<file path="config.mk">
export PLATFORM = sky130hd
export DESIGN_NAME = beta_dmem_arbiter
export DESIGN_NICKNAME = d
export VERILOG_FILES = /design/src/rtl/beta_dmem_arbiter.sv
export SDC_FILE = /design/constraint.sdc
export NUM_CORES = 1
export LEC_CHECK = 0
export CORE_ASPECT_RATIO = 1.1
export CORE_MARGIN = 5
export CORE_UTILIZATION = 36
export DETAILED_ROUTE_END_ITERATION = 6
export MAX_ROUTING_LAYER = met4
export PLACE_DENSITY = 0.91
export RECOVER_POWER = 100
export SLEW_MARGIN = 40
export SYNTH_ARGS = -nofsm -noshare
export SYNTH_HDL_FRONTEND = slang
export SYNTH_SLANG_ARGS = --single-unit
export TNS_END_PERCENT = 5
</file>
<file path="constraint.sdc">
create_clock -name clk_i -period 2.3 [get_ports clk_i]
set_input_delay 0.23 -clock clk_i [delete_from_list [all_inputs] [get_ports clk_i]]
set_output_delay 0.23 -clock clk_i [all_outputs]
set_load 0.01 [all_outputs]
</file>
<file path="src/rtl/beta_dmem_arbiter.sv">
// beta_dmem_arbiter: round-robin share of one data-memory port
// between LSU write (W), LSU read (R) and fetch (F), with a watchdog.
module beta_dmem_arbiter #(
  parameter int DataWidth     = 32,
  parameter int AddressWidth  = 32,
  parameter int TimeoutCycles = 255
) (
  input  logic                      clk_i,
  input  logic                      rst_i,
  input  logic                      w_req_i,
  input  logic [AddressWidth-1:0]   w_addr_i,
  input  logic [DataWidth/8-1:0]    w_strb_i,
  input  logic [DataWidth-1:0]      w_data_i,
  output logic                      w_ready_o,
  output logic                      w_valid_o,
  input  logic                      r_req_i,
  input  logic [AddressWidth-1:0]   r_addr_i,
  input  logic [DataWidth/8-1:0]    r_strb_i,
  output logic                      r_ready_o,
  output logic                      r_valid_o,
  input  logic                      f_req_i,
  input  logic [AddressWidth-1:0]   f_addr_i,
  output logic                      f_ready_o,
  output logic                      f_valid_o,
  output logic [DataWidth-1:0]      rdata_o,
  output logic                      mem_req_o,
  output logic                      mem_we_o,
  output logic [AddressWidth-1:0]   mem_addr_o,
  output logic [DataWidth/8-1:0]    mem_strb_o,
  output logic [DataWidth-1:0]      mem_wdata_o,
  input  logic                      mem_ready_i,
  input  logic                      mem_valid_i,
  input  logic [DataWidth-1:0]      mem_rdata_i,
  output logic                      timeout_o
);

  localparam int SW = DataWidth / 8;
  localparam int CW = $clog2(TimeoutCycles + 1);

  localparam logic [1:0] S_IDLE = 2'd0;
  localparam logic [1:0] S_REQ  = 2'd1;
  localparam logic [1:0] S_RESP = 2'd2;

  localparam logic [1:0] P_W = 2'd0;
  localparam logic [1:0] P_R = 2'd1;
  localparam logic [1:0] P_F = 2'd2;

  logic [1:0]              state;
  logic [1:0]              grant;
  logic [1:0]              rr_ptr;
  logic [1:0]              win;
  logic                    win_vld;
  logic [CW-1:0]           cnt;
  logic                    sel_we;
  logic [AddressWidth-1:0] sel_addr;
  logic [SW-1:0]           sel_strb;
  logic [DataWidth-1:0]    sel_wdata;
  logic                    in_req;
  logic                    in_resp;
  logic                    expire;
  logic                    done;
  logic                    is_w;
  logic                    is_r;
  logic                    is_f;

  // Pick the first requester after the last winner, cyclic W->R->F
  always_comb begin
    win     = P_W;
    win_vld = w_req_i | r_req_i | f_req_i;
    case (rr_ptr)
      P_W: begin
        if (r_req_i)      win = P_R;
        else if (f_req_i) win = P_F;
        else              win = P_W;
      end
      P_R: begin
        if (f_req_i)      win = P_F;
        else if (w_req_i) win = P_W;
        else              win = P_R;
      end
      default: begin
        if (w_req_i)      win = P_W;
        else if (r_req_i) win = P_R;
        else              win = P_F;
      end
    endcase
  end

  // Memory request fields of the prospective winner
  always_comb begin
    sel_we    = 1'b0;
    sel_addr  = f_addr_i;
    sel_strb  = '1;
    sel_wdata = '0;
    case (win)
      P_W: begin
        sel_we    = 1'b1;
        sel_addr  = w_addr_i;
        sel_strb  = w_strb_i;
        sel_wdata = w_data_i;
      end
      P_R: begin
        sel_addr = r_addr_i;
        sel_strb = r_strb_i;
      end
      default: ;
    endcase
  end

  // Transaction FSM, grant pointer and response watchdog
  always_ff @(posedge clk_i) begin
    if (rst_i) begin
      state       <= S_IDLE;
      grant       <= P_W;
      rr_ptr      <= P_F;
      cnt         <= '0;
      mem_req_o   <= 1'b0;
      mem_we_o    <= 1'b0;
      mem_addr_o  <= '0;
      mem_strb_o  <= '0;
      mem_wdata_o <= '0;
    end else begin
      case (state)
        S_IDLE: begin
          if (win_vld) begin
            grant       <= win;
            rr_ptr      <= win;
            mem_req_o   <= 1'b1;
            mem_we_o    <= sel_we;
            mem_addr_o  <= sel_addr;
            mem_strb_o  <= sel_strb;
            mem_wdata_o <= sel_wdata;
            state       <= S_REQ;
          end
        end
        S_REQ: begin
          if (mem_ready_i) begin
            mem_req_o <= 1'b0;
            cnt       <= '0;
            state     <= S_RESP;
          end
        end
        S_RESP: begin
          if (mem_valid_i || expire) state <= S_IDLE;
          else                       cnt   <= cnt + CW'(1);
        end
        default: state <= S_IDLE;
      endcase
    end
  end

  assign in_req  = (state == S_REQ);
  assign in_resp = (state == S_RESP);
  assign expire  = (cnt == CW'(TimeoutCycles));
  assign done    = in_resp & (mem_valid_i | expire);
  assign is_w    = (grant == P_W);
  assign is_r    = (grant == P_R);
  assign is_f    = (grant == P_F);

  assign w_ready_o = in_req & mem_ready_i & is_w;
  assign r_ready_o = in_req & mem_ready_i & is_r;
  assign f_ready_o = in_req & mem_ready_i & is_f;
  assign w_valid_o = done & is_w;
  assign r_valid_o = done & is_r;
  assign f_valid_o = done & is_f;
  assign timeout_o = in_resp & expire & ~mem_valid_i;
  assign rdata_o   = (in_resp & mem_valid_i & ~is_w)
                   ? mem_rdata_i : '0;

endmodule

</file>
==> results of run 1 <==
cells in the final DEF (no fill, tap or decap), types with 6 or more instances in the layout:
cell	n
a211oi_1	35
a21oi_1	40
a221oi_1	27
a221oi_2	6
and2_0	14
and2_1	20
buf_12	7
buf_4	11
clkbuf_1	6
clkbuf_16	9
clkdlybuf4s50_1	202
dfxtp_1	79
dlygate4sd3_1	77
nand2_1	41
nand2b_1	6
nand3_1	43
nand4_1	34
nor2_1	49
nor3_1	11
cell families after synthesis:
logic type / after synthesis
multiplexers: 3
AND/OR/NAND/NOR: 232
flip-flops: 83
buffers and inverters: 57
adder cells (fa/ha/maj): 1
AO/OA/AOI/OAI: 123
power by group:
group	total (mW)	switching [mW]	leakage, nW	internal [mW]
Combinational	1.35	0.643	2.01	0.709
Clock	1.61	0.635	0.163	0.971
Sequential	1.67	0.0886	0.685	1.59
routing by layer:
layer	wire, um	track usage
met4	632	0.0962
met2	8730	0.424
met1	6410	0.283
met5	0	-
met3	1640	0.0602
layout make-up:
class | instances | area [um2] | share of cell area
multi-input cells | 359 | 2160 | 0.292
well taps | 150 | 188 | 0.0253
flip-flops and latches | 83 | 1670 | 0.225
clock buffers | 9 | 225 | 0.0304
repair buffers | 306 | 3060 | 0.412
inverters | 4 | 15.0 | 0.00202
clock inverters | 7 | 106 | 0.0143
sequential cells by signal (all words and copies together) (netlist names):
register     cells
mem_we_o         1
grant            2
mem_req_o        1
rr_ptr           1
mem_strb_o       4
mem_wdata_o     32
mem_addr_o      32
cnt              8
state            2
critical path: cells and delay by family (launching register included):
kind          cells  cell delay (ns)
fa+ha+maj         1             0.18
buf+inv           2             0.69
simple gates      3             0.36
flops             1             0.41
worst paths after layout:
kind	start	end	slack, ns	depth (start not counted)
max	cnt[1]	timeout_o	0.10	6
max reg2reg	rr_ptr[1]	mem_addr_o[2]	0.29	5
min	rst_i	rr_ptr[1]	0.30	3
min reg2reg	mem_wdata_o[27]	mem_wdata_o[27]	0.45	2
metrics by stage:
stage	instance area (um2)	hold WS (ns)	total power, mW	setup WS, ns
6_report	7420	0.299	4.63	0.103
4_1_cts	7570	0.288	4.78	0.0216
2_1_floorplan	4180	0.384	2.35	0.607
3_3_place_gp	7240	0.438	3.12	0.119
3_5_place_dp	7240	0.445	3.17	0.0531
5_1_grt	7420	0.318	4.84	0.0151
repair_timing:
action | CTS | global route
pin swaps | 1 | 0
setup endpoints to repair | 3 | 30
resized for setup | 3 | 7
==> results.md, run 1 <==
* Synth cell types at 39
* Hold buffers post-CTS at 0
* Post-CTS setup buffers at 0
* Ys async rst share at 0
* Clk root buf: clkbuf_16
* Layout cells sized above 1 at 0.0716
* WP data arrival at 1.97 ns
* Final setup TNS at 0 ns
* Fin nets at 939
* Antenna cells at 0
* Total grt overflow at 0
* Ports at 284
* Sequential-to-total area share from yosys stat at 0.398
* Slew headroom at 0.622
* Final cell count without fillers at 918
* Syn avg cell area at 8.37 um2
* Critical path's slowest cell: clkdlybuf4s50_1
* Min-Delay Path Class: in -> reg
* Synth cell count leaders: dfxtp_1, nor2_1, nand3_1
* Status: complete, no violations
* H-tree depth at 3
* TritonCTS Buffers at 9
* Multiplexer area fraction after synthesis at 0.00719
* Final Cycle Share at 0.955
* Area growth, synth to finish at 77.7%
* Clk slew on worst S/H paths at 0.06 ns
* Xor-xnor portion of the synthesized cell area at 0
* Power Density at 624 nW/um2
* Area contributors post-synth: dfxtp_1, a221oi_2, a211oi_1
* Min Tclk post-route at 2.20 ns
* Clock Latency Late Sink at 0.34 ns
* Core Footprint at 11400 um2
* Global-route wire length before repair at 27100 um
* Maximum VDD drop at 0.387 mV
* DR iter-0 viols at 513
* CP max stage delay at 0.55 ns
* Filler instances at 914
* Clk sink count at 83
* Die Ht at 123 um
* Top-count cell post-synth: dfxtp_1
* Synth top area share at 0.398
* Per-cell routed wire length at 19.0 um
* Clock buffer depth at 2
* Total GRT Usage at 0.249
* Post-synth top area cell: dfxtp_1
* Initial antenna violation count at 0
* Adder-cell share of the synthesized area at 0.00300
* Die span in x at 113 um
* Mapped Nets at 675
* Simple-gate share of the synthesized area at 0.283
* Num rows at 41
* Critical Path Source Type: register
* Final Setup Violations at 0
* Largest family of logic cells by synthesized area: simple AND/OR/NAND/NOR gates
* Final Max Slew Viols at 0
* Unrepaired setup endpoints after global routing: false
* Detailed Routing Iterations Pass 1 at 4
* Area of the mapped netlist at 4180 um2
* Number of global-route vias before repair at 5306
* CP Data Required Time at 2.07 ns
* Crit. End Element: primary output
* Worst-Margin Slew at 0.566 ns
* Top_reg_cell synth: dfxtp_1
* WL final at 17400 um
* Fin. Hold Viols at 0
* Synthesis Warnings at 0
* Total of max-cap violations at 0
* Leakage at 2.86 nW
* CP max FO at 5
* WS Path Type: reg -> out
* CTS tree: done
* Clk_skew at 0.0120 ns
* Fin util at 0.649
* Largest net degree at the start of global routing at 70
* Synth Area in Compound Gates at 0.246
* RePlAce Congestion at 0.914
* Number of synthesized register bits at 83
* Placed Cells at 902
* Vias at 5076
* Post-synth EDFFs at 0
* Post-DP HPWL at 13000 um
* Die Area at 13900 um2
* Peak Freq at 0.455 GHz
* Starting density of the core at 0.365
* Routed Antenna Nets at 0
* DR vias/cell at 5.53
* I/O Buffers at 283
* Drt drc at 0
* Cells after synthesis at 499
* CP Cell Sequence: ha_4 > nand3_1 > nor2_1 > buf_4 > and2_1 > clkdlybuf4s50_1
Power figures use the tool's default switching activity.
==> run 2, diff against run 1 <==
--- a/config.mk
+++ b/config.mk
@@ -9,6 +9,7 @@
 export CORE_MARGIN = 5
 export CORE_UTILIZATION = 36
 export DETAILED_ROUTE_END_ITERATION = 6
+export HOLD_SLACK_MARGIN = 0.02
 export MAX_ROUTING_LAYER = met4
 export PLACE_DENSITY = 0.91
 export RECOVER_POWER = 100
==> results of run 2 <==
The final DEF is identical to that of run 1; final timing and power are the same.
==> run 3, diff against run 2 <==
--- a/config.mk
+++ b/config.mk
@@ -8,6 +8,7 @@
 export CORE_ASPECT_RATIO = 1.1
 export CORE_MARGIN = 5
 export CORE_UTILIZATION = 36
+export CTS_BUF_LIST = sky130_fd_sc_hd__clkbuf_16
 export DETAILED_ROUTE_END_ITERATION = 6
 export HOLD_SLACK_MARGIN = 0.02
 export MAX_ROUTING_LAYER = met4
@@ -17,4 +18,3 @@
 export SYNTH_ARGS = -nofsm -noshare
 export SYNTH_HDL_FRONTEND = slang
 export SYNTH_SLANG_ARGS = --single-unit
-export TNS_END_PERCENT = 5
==> results of run 3 <==
The final DEF is identical to that of run 1; final timing and power are the same.
